File: src/rtl/hcsr04_pkg.sv
// Shared HC-SR04 definitions used by the echo emulator and the ranging driver.
// Holds the emulator state encoding, the default timing constants and the echo
// width rule applied when a trigger is accepted.
package hcsr04_pkg;

    typedef enum logic [2:0] {
        ST_IDLE    = 3'd0,
        ST_TRIG_HI = 3'd1,
        ST_DELAY   = 3'd2,
        ST_ECHO    = 3'd3,
        ST_HOLDOFF = 3'd4
    } emu_state_e;

    localparam int unsigned DEF_TRIG_CYCLES    = 32'd10;
    localparam int unsigned DEF_TIMEOUT_CYCLES = 32'd25000;
    localparam int unsigned DEF_PERIOD_CYCLES  = 32'd50000;

    // Echo width: forced long in no-target mode, otherwise tof clamped to [1, max_w].
    function automatic int unsigned echo_width(
        input logic        no_target,
        input int unsigned tof,
        input int unsigned max_w,
        input int unsigned no_echo_w
    );
        int unsigned w;
        if (no_target) begin
            w = no_echo_w;
        end else if (tof == 32'd0) begin
            w = 32'd1;
        end else if (tof > max_w) begin
            w = max_w;
        end else begin
            w = tof;
        end
        return w;
    endfunction

endpackage

File: src/rtl/hcsr04_sync2.sv
// Two-flop synchronizer with active-low synchronous reset. Brings the
// asynchronous trig pin into the clk domain; also reusable for echo on the
// driver side.
module hcsr04_sync2
    import hcsr04_pkg::*;
(
    input  logic clk,
    input  logic rst,
    input  logic d_i,
    output logic q_o
);

    logic [1:0] sync_q;

    // Shift the raw input through two flops.
    always_ff @(posedge clk) begin
        if (!rst) begin
            sync_q <= 2'b00;
        end else begin
            sync_q <= {sync_q[0], d_i};
        end
    end

    assign q_o = sync_q[1];

endmodule

File: src/rtl/hcsr04_echo_emulator.sv
// HC-SR04 responder model: validates the trig pulse, waits a fixed latency and
// drives an echo pulse of the programmed width, then holds off before re-arming.
// Optional build macro HCSR04_EMU_TRIGW_CHECK_EN enables the minimum trigger
// width check and the trig_err pulse; without it any trig high pulse is accepted.
module hcsr04_echo_emulator
    import hcsr04_pkg::*;
#(
    parameter int unsigned MIN_TRIG_CYCLES = DEF_TRIG_CYCLES,
    parameter int unsigned LATENCY_CYCLES  = 32'd20,
    parameter int unsigned MAX_ECHO_CYCLES = DEF_TIMEOUT_CYCLES,
    parameter int unsigned NO_ECHO_CYCLES  = 32'd30000,
    parameter int unsigned HOLDOFF_CYCLES  = 32'd100,
    parameter int unsigned ECHO_W          = $clog2(NO_ECHO_CYCLES + 1)
) (
    input  logic              clk,
    input  logic              rst,
    input  logic              en_i,
    input  logic              trig_i,
    input  logic [ECHO_W-1:0] tof_i,
    input  logic              no_target_i,
    output logic              echo_o,
    output logic              busy_o,
    output logic              done_o,
    output logic              trig_err_o
);

    // Elaboration-time parameter sanity checks.
    if (LATENCY_CYCLES < 32'd1) begin : g_bad_latency
        $error("LATENCY_CYCLES must be at least 1");
    end
    if (NO_ECHO_CYCLES <= MAX_ECHO_CYCLES) begin : g_bad_no_echo
        $error("NO_ECHO_CYCLES must exceed MAX_ECHO_CYCLES");
    end
    if ((MIN_TRIG_CYCLES < 32'd1) || (HOLDOFF_CYCLES < 32'd1)) begin : g_bad_counts
        $error("MIN_TRIG_CYCLES and HOLDOFF_CYCLES must be at least 1");
    end

    localparam logic [ECHO_W-1:0] LAT_LAST  = ECHO_W'(LATENCY_CYCLES - 32'd1);
    localparam logic [ECHO_W-1:0] HOLD_LAST = ECHO_W'(HOLDOFF_CYCLES - 32'd1);

    logic              trig_s;
    logic [ECHO_W-1:0] width_s;
    emu_state_e        state_q, state_d;
    logic [ECHO_W-1:0] cnt_q, cnt_d;
    logic [ECHO_W-1:0] w_q, w_d;
    logic              armed_q, armed_d;
    logic              echo_q, echo_d;
    logic              busy_q, busy_d;
    logic              done_q, done_d;

`ifdef HCSR04_EMU_TRIGW_CHECK_EN
    localparam logic [ECHO_W-1:0] MIN_C = ECHO_W'(MIN_TRIG_CYCLES);
    logic trig_err_q, trig_err_d;
`endif

    hcsr04_sync2 u_trig_sync (
        .clk (clk),
        .rst (rst),
        .d_i (trig_i),
        .q_o (trig_s)
    );

    // Width that would be latched if the trigger were accepted this cycle.
    assign width_s = ECHO_W'(echo_width(no_target_i, 32'(tof_i),
                                        MAX_ECHO_CYCLES, NO_ECHO_CYCLES));

    // Next-state, counter and output decode.
    always_comb begin
        state_d  = state_q;
        cnt_d    = cnt_q;
        w_d      = w_q;
        armed_d  = 1'b0;
        done_d   = 1'b0;
`ifdef HCSR04_EMU_TRIGW_CHECK_EN
        trig_err_d = 1'b0;
`endif
        case (state_q)
            ST_IDLE: begin
                // A trig_s low must be seen in IDLE before a high is taken as a new trigger.
                armed_d = armed_q | ~trig_s;
                if (en_i && trig_s && armed_q) begin
                    state_d = ST_TRIG_HI;
                    cnt_d   = ECHO_W'(1);
                    armed_d = 1'b0;
                end else begin
                    state_d = ST_IDLE;
                end
            end
            ST_TRIG_HI: begin
`ifdef HCSR04_EMU_TRIGW_CHECK_EN
                if (trig_s) begin
                    if (cnt_q < MIN_C) begin
                        cnt_d = cnt_q + ECHO_W'(1);
                    end else begin
                        cnt_d = cnt_q;
                    end
                end else if (cnt_q < MIN_C) begin
                    trig_err_d = 1'b1;
                    cnt_d      = '0;
                    state_d    = ST_IDLE;
                end else begin
                    w_d     = width_s;
                    cnt_d   = '0;
                    state_d = ST_DELAY;
                end
`else
                if (trig_s) begin
                    state_d = ST_TRIG_HI;
                end else begin
                    w_d     = width_s;
                    cnt_d   = '0;
                    state_d = ST_DELAY;
                end
`endif
            end
            ST_DELAY: begin
                if (cnt_q == LAT_LAST) begin
                    cnt_d   = '0;
                    state_d = ST_ECHO;
                end else begin
                    cnt_d = cnt_q + ECHO_W'(1);
                end
            end
            ST_ECHO: begin
                if (cnt_q == (w_q - ECHO_W'(1))) begin
                    cnt_d   = '0;
                    done_d  = 1'b1;
                    state_d = ST_HOLDOFF;
                end else begin
                    cnt_d = cnt_q + ECHO_W'(1);
                end
            end
            ST_HOLDOFF: begin
                if (cnt_q == HOLD_LAST) begin
                    cnt_d   = '0;
                    state_d = ST_IDLE;
                end else begin
                    cnt_d = cnt_q + ECHO_W'(1);
                end
            end
            default: begin
                state_d = ST_IDLE;
                cnt_d   = '0;
                w_d     = '0;
            end
        endcase
        echo_d = (state_d == ST_ECHO);
        busy_d = (state_d == ST_DELAY) || (state_d == ST_ECHO) || (state_d == ST_HOLDOFF);
    end

    // State, counters and registered outputs.
    always_ff @(posedge clk) begin
        if (!rst) begin
            state_q <= ST_IDLE;
            cnt_q   <= '0;
            w_q     <= '0;
            armed_q <= 1'b0;
            echo_q  <= 1'b0;
            busy_q  <= 1'b0;
            done_q  <= 1'b0;
        end else begin
            state_q <= state_d;
            cnt_q   <= cnt_d;
            w_q     <= w_d;
            armed_q <= armed_d;
            echo_q  <= echo_d;
            busy_q  <= busy_d;
            done_q  <= done_d;
        end
    end

`ifdef HCSR04_EMU_TRIGW_CHECK_EN
    // Short-trigger error pulse register.
    always_ff @(posedge clk) begin
        if (!rst) begin
            trig_err_q <= 1'b0;
        end else begin
            trig_err_q <= trig_err_d;
        end
    end
    assign trig_err_o = trig_err_q;
`else
    assign trig_err_o = 1'b0;
`endif

    assign echo_o = echo_q;
    assign busy_o = busy_q;
    assign done_o = done_q;

endmodule

File: config.mk
export PLATFORM = sky130hd
export DESIGN_NAME = hcsr04_echo_emulator
export DESIGN_NICKNAME = d
export VERILOG_FILES = /design/src/rtl/hcsr04_pkg.sv /design/src/rtl/hcsr04_sync2.sv /design/src/rtl/hcsr04_echo_emulator.sv
export SDC_FILE = /design/constraint.sdc
export NUM_CORES = 1
export LEC_CHECK = 0
export BUFFER_PORTS_ARGS = -buffer_cell sky130_fd_sc_hd__buf_2
export CAP_MARGIN = 20
export CORE_UTILIZATION = 45
export CTS_BUF_LIST = sky130_fd_sc_hd__clkbuf_16
export DETAILED_ROUTE_END_ITERATION = 7
export PLACE_DENSITY = 0.6
export SLEW_MARGIN = 15
export SYNTH_ARGS = -nofsm -noshare
export SYNTH_HDL_FRONTEND = slang
export SYNTH_SLANG_ARGS = --single-unit
File: constraint.sdc
create_clock -name clk -period 5.23 [get_ports clk]
set_input_delay 0.7845 -clock clk [delete_from_list [all_inputs] [get_ports clk]]
set_output_delay 0.7845 -clock clk [all_outputs]
set_load 0.03 [all_outputs]
==> run metrics <==
status completed; Yosys top cell by area dfxtp_1; row count 26; Synth Instances around 310; clock tree sinks 39; Ports 24; Power Density 235.2 nW/um^2; RePlAce Congestion 0.8812; Synth Net Count ~330; Antenna diodes 0; final clock skew slightly above 0.006 ns; Comb pwr share 0.071; number of synthesized flops with an enable pin 0; slowest CP cell a31oi_4; R2R setup slack 2.09 ns; fill count 513; Sw Pwr about 0.14 mW; Rel. slew slack 0.5247; Port Buf Inserts 22; Final Cycle Share 0.6009; sequential area share after synthesis 0.3190; Buf/Inv on CP 1; commonest register cell after synthesis dfxtp_1; # hold bufs at CTS 0; worst r2r src w_q[0]$_SDFFE_PN0P_; Period minus WS final 3.143 ns; Worst-Skew Late Latency about 0.28 ns; PostCTS Resize Cnt 0; GRT Total Usage 0.2174; area share of the largest cell type after synthesis 0.3190; CTS tree yes; Routed WL per cell 14.99 um; commonest cells after routing, fill and taps aside 39 x dfxtp_1, 35 x nor2_1, 27 x nand2_1, 22 x buf_2, 18 x a21oi_1; number of global-route vias before repair 1860; R2R depth 10; Die Wd about 76 um; Worst Setup End Kind flip-flop; via count 2180; GRT Residual Overflow 0; Mean Syn Cell Area 8.024 sq um; CTS buffer count 5; Critical Path RT 5.40 ns; Seq pwr share 0.476; hold path startpoint u_trig_sync.sync_q[0]$_SDFF_PN0_; FF-to-FF End cnt_q[5]$_SDFFE_PN0P_; initial core utilization 0.4731; share of cells above drive strength 1 0.1223; Initial DRC Count 156; Post-Syn Area 2447 sq um; library cells used by synthesis 55; total routed wirelength 5833 um; crit-path cells inv_1 > ha_1 > nor3b_2 > nand4_1 > xnor2_1 > a2111oi_4 > o2111ai_4 > a31oi_4 > nor3_1 > a211o_1; CP delay by family, top compound AO/OA/AOI/OAI gates; Layout Nets 340; DRC 0; Die Y 75.75 um; first-pass iteration count of the detailed router 4; Sw Ratio 0.2269; area grow syn2layout 10.48%; Clk network pwr share 0.453; Crit Path Max Fanout 25; first-pass GRT wire length 9246 um; initial antenna violation count 0; Slew Limit Fails 0; Max Cap Violations 0; Lkg Pwr between 1 and 1.5 nW; Clock Path Buffers 2; synth warn 0; Fin Setup TNS 0 ns; overall power approximately 0.64 mW; endpoints failing hold 0; Setup-failing EPs final 0; vias per cell 5.604; Synth Register Bits 39; Hold EP u_trig_sync.sync_q[1]$_SDFF_PN0_; htree depth 2; Max Freq 0.3182 GHz; Final HPWL DP 4400 um; largest net degree at the start of global routing 26; CP Class flip-flop to flip-flop; top cells by area, synth dfxtp_1 32%, nor2_1 5.4%, xnor2_1 5.0%; worst-margin pin slew around 0.7 ns; Int Pwr 0.4917 mW; hold depth 1; CTS clk-pin slew, worst paths 0.06 ns; Peak supply drop 0.0001487 V; worst hold-check path type flip-flop to flip-flop; most common cell after layout, fill and taps aside dfxtp_1; number of routed nets with antenna violations 0; core area 5172 sq um; Die Area 5737 sq um; unrepaired setup endpoints after global routing false; crit path DAT 3.31 ns; crit-path max cell delay approximately 0.58 ns; async set-reset flop share out of synthesis 0; Critical Path Start Type flip-flop; clock root cell clkbuf_16; # Post-CTS Setup Buffers 0
metal layers:
layer / wire length [um] / vias to the layer above / GRT usage
li1: - / 1129 / -
met1: 2985 / 1012 / 0.3161
met2: 2577 / 33 / 0.3225
met3: 209 / 6 / 0.04497
met4: 62 / 0 / 0.06173
met5: 0 / - / 0
Yosys cell counts, types with 5 or more instances:
master and instances:
dfxtp_1 39, nor2_1 35, nand2_1 27, a21oi_1 18, xnor2_1 14, nor3_1 11
o21ai_0 11, nand3_1 10, nand4_1 9, xor2_1 9, and3_1 8, clkbuf_1 8
nor4_1 8, o21bai_1 8, a21o_1 7, inv_1 7, nor3b_1 7, a22oi_1 5
per-stage QoR:
stage	utilization	hold WS, ns	area [sq um]	cells	setup WS, ns
finish	0.5227	0.4417	2704	389	2.087
floorplan	-	0.4118	2447	305	2.604
detailed placement	0.4944	0.4259	2557	381	2.081
global route	0.5227	0.4774	2704	389	1.819
global placement	0.4944	0.4253	2557	381	2.159
CTS	0.5215	0.4420	2698	389	2.067
registers in the layout (all words and copies together), names as in the netlist:
register / flops
cnt_q: 15
armed_q: 1
busy_o: 1
u_trig_sync.sync_q: 2
done_o: 1
w_q: 15
state_q: 3
echo_o: 1
power by group through the flow:
| stage | sequential, mW | combinational [mW] | clock [mW] |
|---|---|---|---|
| detailed placement | 0.309 | 0.0442 | 0 |
| finish | 0.303 | 0.0449 | 0.288 |
| global placement | 0.309 | 0.0442 | 0 |
| global route | 0.303 | 0.0500 | 0.309 |
| CTS | 0.303 | 0.0445 | 0.293 |
| floorplan | 0.308 | 0.0289 | 0 |
worst max-delay path by stage:
stage,cells after the start,to,from
3_5_place_dp,10,cnt_q[5]$_SDFFE_PN0P_,w_q[0]$_SDFFE_PN0P_
6_report,10,cnt_q[5]$_SDFFE_PN0P_,w_q[0]$_SDFFE_PN0P_
5_1_grt,10,cnt_q[5]$_SDFFE_PN0P_,w_q[0]$_SDFFE_PN0P_
3_3_place_gp,10,cnt_q[5]$_SDFFE_PN0P_,w_q[0]$_SDFFE_PN0P_
4_1_cts,10,cnt_q[5]$_SDFFE_PN0P_,w_q[0]$_SDFFE_PN0P_
2_1_floorplan,12,cnt_q[5]$_SDFFE_PN0P_,w_q[0]$_SDFFE_PN0P_
kinds of logic (layout without fill, tap and decap cells):
group	after synthesis	count (layout)	share of synthesized area
and+or+nand+nor	141	141	0.3103
muxes	1	1	0.004090
AOI/OAI and AO/OA	73	73	0.2214
buffers and inverters	25	39	0.05112
other	1	1	0.001532
adders and majority gates	2	2	0.01022
DFF	39	39	0.3190
xor gates and xnor gates	23	23	0.08231
cell type report:
type / count / area, sq um / area share
Clock buffer: 5 / 125.1 / 0.04627
Clock inverter: 3 / 15.01 / 0.005553
Inverter: 8 / 30.03 / 0.01111
Multi-Input combinational cell: 241 / 1548 / 0.5724
Sequential cell: 39 / 780.7 / 0.2888
Tap cell: 70 / 87.58 / 0.03239
Timing Repair Buffer: 23 / 117.6 / 0.04350
Power figures use the tool's default switching activity.
